**config.mk**
```make
export PLATFORM = sky130hd
export DESIGN_NAME = pricing_scheduler
export DESIGN_NICKNAME = d
export VERILOG_FILES = /design/src/rtl/pricing_pkg.sv /design/src/rtl/rr_arbiter.sv /design/src/rtl/pricing_scheduler.sv
export SDC_FILE = /design/constraint.sdc
export NUM_CORES = 1
export LEC_CHECK = 0
export CELL_PAD_IN_SITES_DETAIL_PLACEMENT = 0
export CELL_PAD_IN_SITES_GLOBAL_PLACEMENT = 2
export CORE_AREA = 2 2 409 411
export CTS_CLUSTER_DIAMETER = 150
export DETAILED_ROUTE_END_ITERATION = 8
export DIE_AREA = 0 0 411 413
export GPL_TIMING_DRIVEN = 0
export PLACE_DENSITY_LB_ADDON = 0.1
export SYNTH_ARGS = -nofsm -noshare
export SYNTH_HDL_FRONTEND = slang
export SYNTH_HIERARCHICAL = 1
export SYNTH_SLANG_ARGS = --single-unit
```
**constraint.sdc**
```tcl
create_clock -name clk -period 4.2 [get_ports clk]
set_input_delay 1.05 -clock clk [delete_from_list [all_inputs] [get_ports clk]]
set_output_delay 1.05 -clock clk [all_outputs]
set_load 0.02 [all_outputs]
```
**src/rtl/pricing_pkg.sv**
```systemverilog
// Purpose : shared types and constants for the pricing scheduler.
// Contents: FSM state enum, result error codes, Q16.16 unity constant.
package pricing_pkg;

   typedef enum logic [1:0] {
      ST_IDLE  = 2'd0,
      ST_ISSUE = 2'd1,
      ST_WAIT  = 2'd2,
      ST_HOLD  = 2'd3
   } state_t;

   localparam logic [1:0] ERR_OK      = 2'b00;
   localparam logic [1:0] ERR_BADOP   = 2'b01;
   localparam logic [1:0] ERR_TIMEOUT = 2'b10;

   localparam logic [31:0] ONE_Q16 = 32'h0001_0000;

endpackage

```
**src/rtl/rr_arbiter.sv**
```systemverilog
// Purpose : combinational round-robin arbiter; grants the first active
//           request at or after the pointer, wrapping.
// Ports   : i_req   - request vector
//           i_ptr   - highest-priority requester index
//           o_grant - one-hot grant (zero when no request)
//           o_idx   - encoded grant index
//           o_any   - at least one request present
module rr_arbiter #(
   parameter int unsigned NREQ = 4,
   parameter int unsigned IW   = $clog2(NREQ)
) (
   input  logic [NREQ-1:0] i_req,
   input  logic [IW-1:0]   i_ptr,
   output logic [NREQ-1:0] o_grant,
   output logic [IW-1:0]   o_idx,
   output logic            o_any
);

   // Walk the requesters starting at the pointer; the first hit wins.
   always_comb begin
      logic [IW-1:0] w_idx;
      o_grant = '0;
      o_idx   = '0;
      o_any   = 1'b0;
      w_idx   = '0;
      for (int i = 0; i < int'(NREQ); i++) begin
         w_idx = IW'((int'(i_ptr) + i) % int'(NREQ));
         if (!o_any && i_req[w_idx]) begin
            o_any          = 1'b1;
            o_grant[w_idx] = 1'b1;
            o_idx          = w_idx;
         end
      end
   end

endmodule

```
**src/rtl/pricing_scheduler.sv**
```systemverilog
// Purpose : shares one start/done Black-Scholes pricer among NREQ requesters.
//           Round-robin accept, operand latch and screen, start/done
//           sequencing with timeout, tagged result handshake.
// Ports   : clk, reset_n (async, active-low)
//           req_*      - per-requester valid, packed Q16.16 operands, type
//           req_ready  - one-hot accept pulse (combinational, IDLE only)
//           pr_*       - pricer start pulse, latched operands, done/price
//           res_*      - result valid/ready handshake, id, price, error
//           busy       - scheduler not idle
module pricing_scheduler
   import pricing_pkg::*;
#(
   parameter int unsigned WIDTH   = 32,
   parameter int unsigned NREQ    = 4,
   parameter int unsigned TIMEOUT = 64
) (
   input  logic                    clk,
   input  logic                    reset_n,
   input  logic [NREQ-1:0]         req_valid,
   output logic [NREQ-1:0]         req_ready,
   input  logic [NREQ*WIDTH-1:0]   req_rate,
   input  logic [NREQ*WIDTH-1:0]   req_timetm,
   input  logic [NREQ*WIDTH-1:0]   req_spot,
   input  logic [NREQ*WIDTH-1:0]   req_strike,
   input  logic [NREQ*WIDTH-1:0]   req_nd1,
   input  logic [NREQ*WIDTH-1:0]   req_nd2,
   input  logic [NREQ-1:0]         req_otype,
   output logic                    pr_start,
   output logic [WIDTH-1:0]        pr_rate,
   output logic [WIDTH-1:0]        pr_timetm,
   output logic [WIDTH-1:0]        pr_spot,
   output logic [WIDTH-1:0]        pr_strike,
   output logic [WIDTH-1:0]        pr_nd1,
   output logic [WIDTH-1:0]        pr_nd2,
   output logic                    pr_otype,
   input  logic                    pr_done,
   input  logic [WIDTH-1:0]        pr_price,
   output logic                    res_valid,
   input  logic                    res_ready,
   output logic [$clog2(NREQ)-1:0] res_id,
   output logic [WIDTH-1:0]        res_price,
   output logic [1:0]              res_err,
   output logic                    busy
);

   localparam int unsigned IW = $clog2(NREQ);
   localparam int unsigned CW = $clog2(TIMEOUT + 1);
   localparam logic signed [WIDTH-1:0] ZERO_Q = '0;
   localparam logic signed [WIDTH-1:0] ONE_Q  = WIDTH'(ONE_Q16);

   state_t r_state, w_next;
   logic   w_accept;

   logic [NREQ-1:0] w_grant;
   logic [IW-1:0]   w_gidx;
   logic            w_any;

   logic [WIDTH-1:0] w_sel_rate, w_sel_timetm, w_sel_spot;
   logic [WIDTH-1:0] w_sel_strike, w_sel_nd1, w_sel_nd2;
   logic             w_sel_otype;
   logic             w_bad;

   logic [IW-1:0]    r_rr_ptr, r_job_id;
   logic [WIDTH-1:0] r_rate, r_timetm, r_spot, r_strike, r_nd1, r_nd2;
   logic             r_otype, r_badop;
   logic [CW-1:0]    r_cnt;
   logic             w_cnt_hit;
   logic             r_pr_start, r_res_valid, r_busy;
   logic [WIDTH-1:0] r_res_price;
   logic [1:0]       r_res_err;

   rr_arbiter #(.NREQ(NREQ), .IW(IW)) u_arb (
      .i_req   (req_valid),
      .i_ptr   (r_rr_ptr),
      .o_grant (w_grant),
      .o_idx   (w_gidx),
      .o_any   (w_any)
   );

   // Operand mux for the winning requester.
   always_comb begin
      w_sel_rate   = '0;
      w_sel_timetm = '0;
      w_sel_spot   = '0;
      w_sel_strike = '0;
      w_sel_nd1    = '0;
      w_sel_nd2    = '0;
      w_sel_otype  = req_otype[w_gidx];
      for (int i = 0; i < int'(NREQ); i++) begin
         if (w_gidx == IW'(i)) begin
            w_sel_rate   = req_rate[i*WIDTH +: WIDTH];
            w_sel_timetm = req_timetm[i*WIDTH +: WIDTH];
            w_sel_spot   = req_spot[i*WIDTH +: WIDTH];
            w_sel_strike = req_strike[i*WIDTH +: WIDTH];
            w_sel_nd1    = req_nd1[i*WIDTH +: WIDTH];
            w_sel_nd2    = req_nd2[i*WIDTH +: WIDTH];
         end
      end
   end

   // Screen computed alongside the latch so the verdict is registered with the job.
   assign w_bad = ($signed(w_sel_timetm) <= ZERO_Q) ||
                  ($signed(w_sel_spot)   <= ZERO_Q) ||
                  ($signed(w_sel_strike) <= ZERO_Q) ||
                  ($signed(w_sel_nd1) < ZERO_Q) || ($signed(w_sel_nd1) > ONE_Q) ||
                  ($signed(w_sel_nd2) < ZERO_Q) || ($signed(w_sel_nd2) > ONE_Q);

   // Last WAIT cycle before abort; a done in this cycle still wins.
   assign w_cnt_hit = (r_cnt == CW'(TIMEOUT - 1));

   // Next-state logic.
   always_comb begin
      w_next   = r_state;
      w_accept = 1'b0;
      case (r_state)
         ST_IDLE: begin
            if (w_any) begin
               w_accept = 1'b1;
               w_next   = ST_ISSUE;
            end
         end
         ST_ISSUE: w_next = r_badop ? ST_HOLD : ST_WAIT;
         ST_WAIT:  if (pr_done || w_cnt_hit) w_next = ST_HOLD;
         ST_HOLD:  if (res_ready) w_next = ST_IDLE;
         default:  w_next = ST_IDLE;
      endcase
   end

   assign req_ready = w_accept ? w_grant : '0;

   // State, job registers, timeout counter and result registers.
   always_ff @(posedge clk or negedge reset_n) begin
      if (!reset_n) begin
         r_state     <= ST_IDLE;
         r_rr_ptr    <= '0;
         r_job_id    <= '0;
         r_rate      <= '0;
         r_timetm    <= '0;
         r_spot      <= '0;
         r_strike    <= '0;
         r_nd1       <= '0;
         r_nd2       <= '0;
         r_otype     <= 1'b0;
         r_badop     <= 1'b0;
         r_cnt       <= '0;
         r_pr_start  <= 1'b0;
         r_res_valid <= 1'b0;
         r_busy      <= 1'b0;
         r_res_price <= '0;
         r_res_err   <= ERR_OK;
      end else begin
         r_state     <= w_next;
         r_pr_start  <= w_accept && !w_bad;
         r_res_valid <= (w_next == ST_HOLD);
         r_busy      <= (w_next != ST_IDLE);
         if (w_accept) begin
            r_job_id <= w_gidx;
            r_rate   <= w_sel_rate;
            r_timetm <= w_sel_timetm;
            r_spot   <= w_sel_spot;
            r_strike <= w_sel_strike;
            r_nd1    <= w_sel_nd1;
            r_nd2    <= w_sel_nd2;
            r_otype  <= w_sel_otype;
            r_badop  <= w_bad;
            r_rr_ptr <= (w_gidx == IW'(NREQ - 1)) ? '0 : w_gidx + IW'(1);
         end
         case (r_state)
            ST_ISSUE: begin
               r_cnt <= '0;
               if (r_badop) begin
                  r_res_err   <= ERR_BADOP;
                  r_res_price <= '0;
               end
            end
            ST_WAIT: begin
               r_cnt <= r_cnt + CW'(1);
               if (pr_done) begin
                  r_res_err   <= ERR_OK;
                  r_res_price <= pr_price;
               end else if (w_cnt_hit) begin
                  r_res_err   <= ERR_TIMEOUT;
                  r_res_price <= '0;
               end
            end
            default: ;
         endcase
      end
   end

   assign pr_start  = r_pr_start;
   assign pr_rate   = r_rate;
   assign pr_timetm = r_timetm;
   assign pr_spot   = r_spot;
   assign pr_strike = r_strike;
   assign pr_nd1    = r_nd1;
   assign pr_nd2    = r_nd2;
   assign pr_otype  = r_otype;
   assign res_valid = r_res_valid;
   assign res_id    = r_job_id;
   assign res_price = r_res_price;
   assign res_err   = r_res_err;
   assign busy      = r_busy;

endmodule

```
==> summary.txt <==
Setup path
  • R2R depth: 20
  • Reg-to-reg endpoint: r_badop
  • Slowest-stage cell, CP: mux4_2
  • Worst-path maximum fanout: 10
  • Reg2Reg Launch Point: r_rr_ptr[0]
  • Worst path most repeated cell: buf_6
  • CP top delay family: compound AO/OA/AOI/OAI gates
  • WP depth: 19
  • Worst setup SP type: input pin
  • Setup crit end kind: flop
  • CP max stage delay: approximately 0.53 ns
  • R2r setup slk: -0.98 ns
  • Critical Path AT: approximately 5.7 ns
  • Worst Path Buf+Inv: 6
  • Required @ worst endpoint: about 4.7 ns
  • Worst Setup SP: req_valid[1]
  • CP cell instances: buf_2 -> mux4_2 -> buf_6 -> nor4b_4 -> nor2_1 -> a32o_2 -> ha_4 -> buf_4 -> nand2b_4 -> buf_6 -> buf_6 -> buf_6 -> o22a_1 -> a22oi_2 -> nand4_1 -> o31ai_4 -> o41ai_4 -> nor4_4 -> nor2_1
  • CP Class: input pin to flop

Drt
  • Drt pass-1 iters: 6
  • Antenna Nets Post-Route: 0
  • DR DRC count: 0
  • DRT iter0 DRCs: ~1,200
  • Routed WL per cell: ~34 um
  • Vias per cell: roughly 4.1
  • Routed wire length: just under 200,000 um
  • Vias: approximately 23,000

Synthesis
  • Seq/Total Area, Yosys: 0.371
  • Synth Area in Simple Gates: 0.222
  • Mapped Cells: around 2,100
  • Post-Syn Area: ~16,000 um^2
  • Largest family of logic cells by synthesized area: compound AO/OA/AOI/OAI gates
  • Post-synth top flop: dfrtp_1
  • Commonest cells in the netlist: nand2_1, dfrtp_1, o21ai_0
  • Cell variety after synth: 72
  • Post-synthesis compound-gate area fraction: 0.298
  • Synth Area per Inst: about 7.7 um^2
  • Multiplexer share of the synthesized area: 0.0325
  • Synth warn: 6
  • Post-synthesis xor/xnor area fraction: 0.000533
  • Synthesized Nets: ~3,000
  • Top cell type's share of synthesized area: 0.371
  • Post-synth ARST share: 1.00
  • Synthesized flop and latch total: 244
  • Post-synth EDFFs: 0
  • Cell accounting for the most synthesized area: dfrtp_1
  • Adder-cell share of the synthesized area: 0.0114
  • Area contributors post-synth: dfrtp_1, nand2_1, o21ai_0
  • Most common cell in the synthesized netlist: nand2_1

Run status
  • Status: finished, violations left
  • Failing checks: setup timing

STA
  • Skew final: around 0.021 ns
  • Tmin final: about 5.2 ns
  • Slew @ Worst Pin: 1.32 ns
  • Final worst-path cycle share: 1.24
  • TNS Setup: -1.95 ns
  • RSZ-0062 raised after global routing: yes
  • Final hold vios: 0
  • # setup viols final: 2
  • Post-route setup slack: -1.00 ns
  • Slew Viols, Final: 0
  • Relative slew slack: 0.123
  • Achievable Freq: between 150 and 200 MHz

Clocking
  • Reg clk slew, reported paths: approximately 0.060 ns
  • Deepest clock path buffer count: 3
  • Root Buffer: clkbuf_16
  • Total CTS buffers: 42
  • Worst skew pair latency: 0.61 ns
  • H-tree Lvls: 2
  • Hold Buf Count CTS: 0
  • Clock Sinks: 244
  • CTS tree: built

Die
  • Initial Util: 0.0991
  • Die Y: roughly 410 um
  • Core Rows: 150
  • CORE AREA: 166,000 um^2
  • # IOs: approximately 1,000
  • Die area: 170,000 um^2
  • Die extent in x: around 410 um

Layout
  • Layout cells sized above 1: 0.154
  • Seq. cell area: 6110 um^2
  • Final nets: 4,167
  • Area growth syn-to-layout: 110%
  • Post-route cell area: about 34,000 um^2
  • Layout Cells excl Fill: around 5,600
  • # fillers: 18,600
  • Area of the multi-input gates: slightly above 10,000 um^2

Placement
  • Port Buffer Count: 1,047
  • Gp weighted congestion: 0.820
  • Detailed placement HPWL: approximately 160,000 um
  • Placed cell count: approximately 5,400
  • Placed inst area: 30,100 um^2

Worst hold path
  • Worst min path class: input pin to async pin

Global route
  • Vias in the first global route: 23,812
  • Grt ovf: 0
  • Largest net degree at the start of global routing: 86
  • Overall routing resource usage: 0.217
  • Initial antenna violation count: a little over 80
  • First-pass GRT wire length: ~240,000 um

Flow run
  • Maxcap violations: 0
[per-layer routing]
metal | up-vias | routed length, um | GRT usage
met2 | 896 | 98000 | 0.393
met1 | 11324 | 78100 | 0.256
met3 | 233 | 11900 | 0.0549
met5 | - | 357 | 0
met4 | 56 | 4210 | 0.0443
li1 | 10209 | - | -
[final cells by class]
| cell class | count | share of cell area |
|---|---|---|
| antenna | 23 | 0.00167 |
| timing repair buffer | 1152 | 0.334 |
| clock buffer | 57 | 0.0353 |
| inverter | 42 | 0.00544 |
| multi-input combinational | 1664 | 0.296 |
| sequential | 244 | 0.177 |
| buffer | 194 | 0.0640 |
| clock inverter | 19 | 0.00744 |
| tap | 2204 | 0.0800 |
[stage by stage]
stage / setup WS (ns) / hold WS, ns / utilization
2_1_floorplan: -0.170 / 0.467 / -
3_3_place_gp: -12.48 / 0.459 / 0.181
3_5_place_dp: -4.42 / 0.463 / 0.182
4_1_cts: -1.17 / 0.179 / 0.202
5_1_grt: -1.13 / 0.207 / 0.208
6_report: -1.00 / 0.251 / 0.208
[logic make-up (layout without fill, tap and decap cells)]
| family | after synthesis | count (layout) |
|---|---|---|
| flops | 244 | 244 |
| fa+ha+maj | 15 | 15 |
| compound gates | 799 | 799 |
| buf+inv | 239 | 1464 |
| xor+xnor | 1 | 1 |
| mux | 42 | 42 |
| simple gates | 807 | 807 |
| other cells | 0 | 23 |
[worst max path at each step]
stage | slack [ns] | end
after global routing | -1.13 | r_badop
after global placement | -12.48 | pr_spot[30]
after floorplan | -0.17 | r_badop
after detailed placement | -4.42 | r_badop
final | -1.00 | r_badop
after CTS | -1.17 | r_badop
[registers in the layout, indices dropped and copies added, names as in the netlist]
| register | cells |
|---|---|
| pr_nd1 | 32 |
| r_badop | 1 |
| pr_start | 1 |
| res_id | 2 |
| res_valid | 1 |
| pr_otype | 1 |
| r_cnt | 7 |
| busy | 1 |
| res_err | 2 |
| pr_strike | 32 |
| res_price | 32 |
| pr_nd2 | 32 |
| r_state | 2 |
| r_rr_ptr | 2 |
| pr_spot | 32 |
| pr_rate | 32 |
| pr_timetm | 32 |
[placed cells by master, fill, tap and decap left out, types with 15 or more instances in the layout]
| master | n |
|---|---|
| clkdlybuf4s50_1 | 1038 |
| nand2_1 | 469 |
| dfrtp_1 | 242 |
| a21oi_1 | 199 |
| o21ai_0 | 189 |
| nor2_1 | 124 |
| buf_4 | 93 |
| nand3b_1 | 62 |
| clkbuf_16 | 58 |
| o22ai_1 | 55 |
| clkbuf_1 | 46 |
| o21ai_1 | 40 |
| o211ai_1 | 40 |
| buf_6 | 37 |
| buf_12 | 37 |
| inv_1 | 35 |
| mux2_2 | 35 |
| a21oi_2 | 31 |
| a22oi_1 | 30 |
| nand3_1 | 29 |
| o21a_1 | 29 |
| o221ai_1 | 26 |
| diode_2 | 23 |
| clkbuf_8 | 23 |
| clkbuf_2 | 23 |
| nand4_1 | 21 |
| nand2b_1 | 20 |
| o22a_1 | 17 |
| nor2b_1 | 16 |
| buf_8 | 16 |
| o21ai_2 | 15 |
[what timing repair did]
item	in CTS	in global routing
pin swaps	35	38
setup buffers	52	42
cloned	0	7
setup endpoints to repair	203	115
resized for setup	412	186
Power is left out: the tool's default activity adds up to more than one toggle a clock period on the data nets, which glitch-free logic cannot reach.
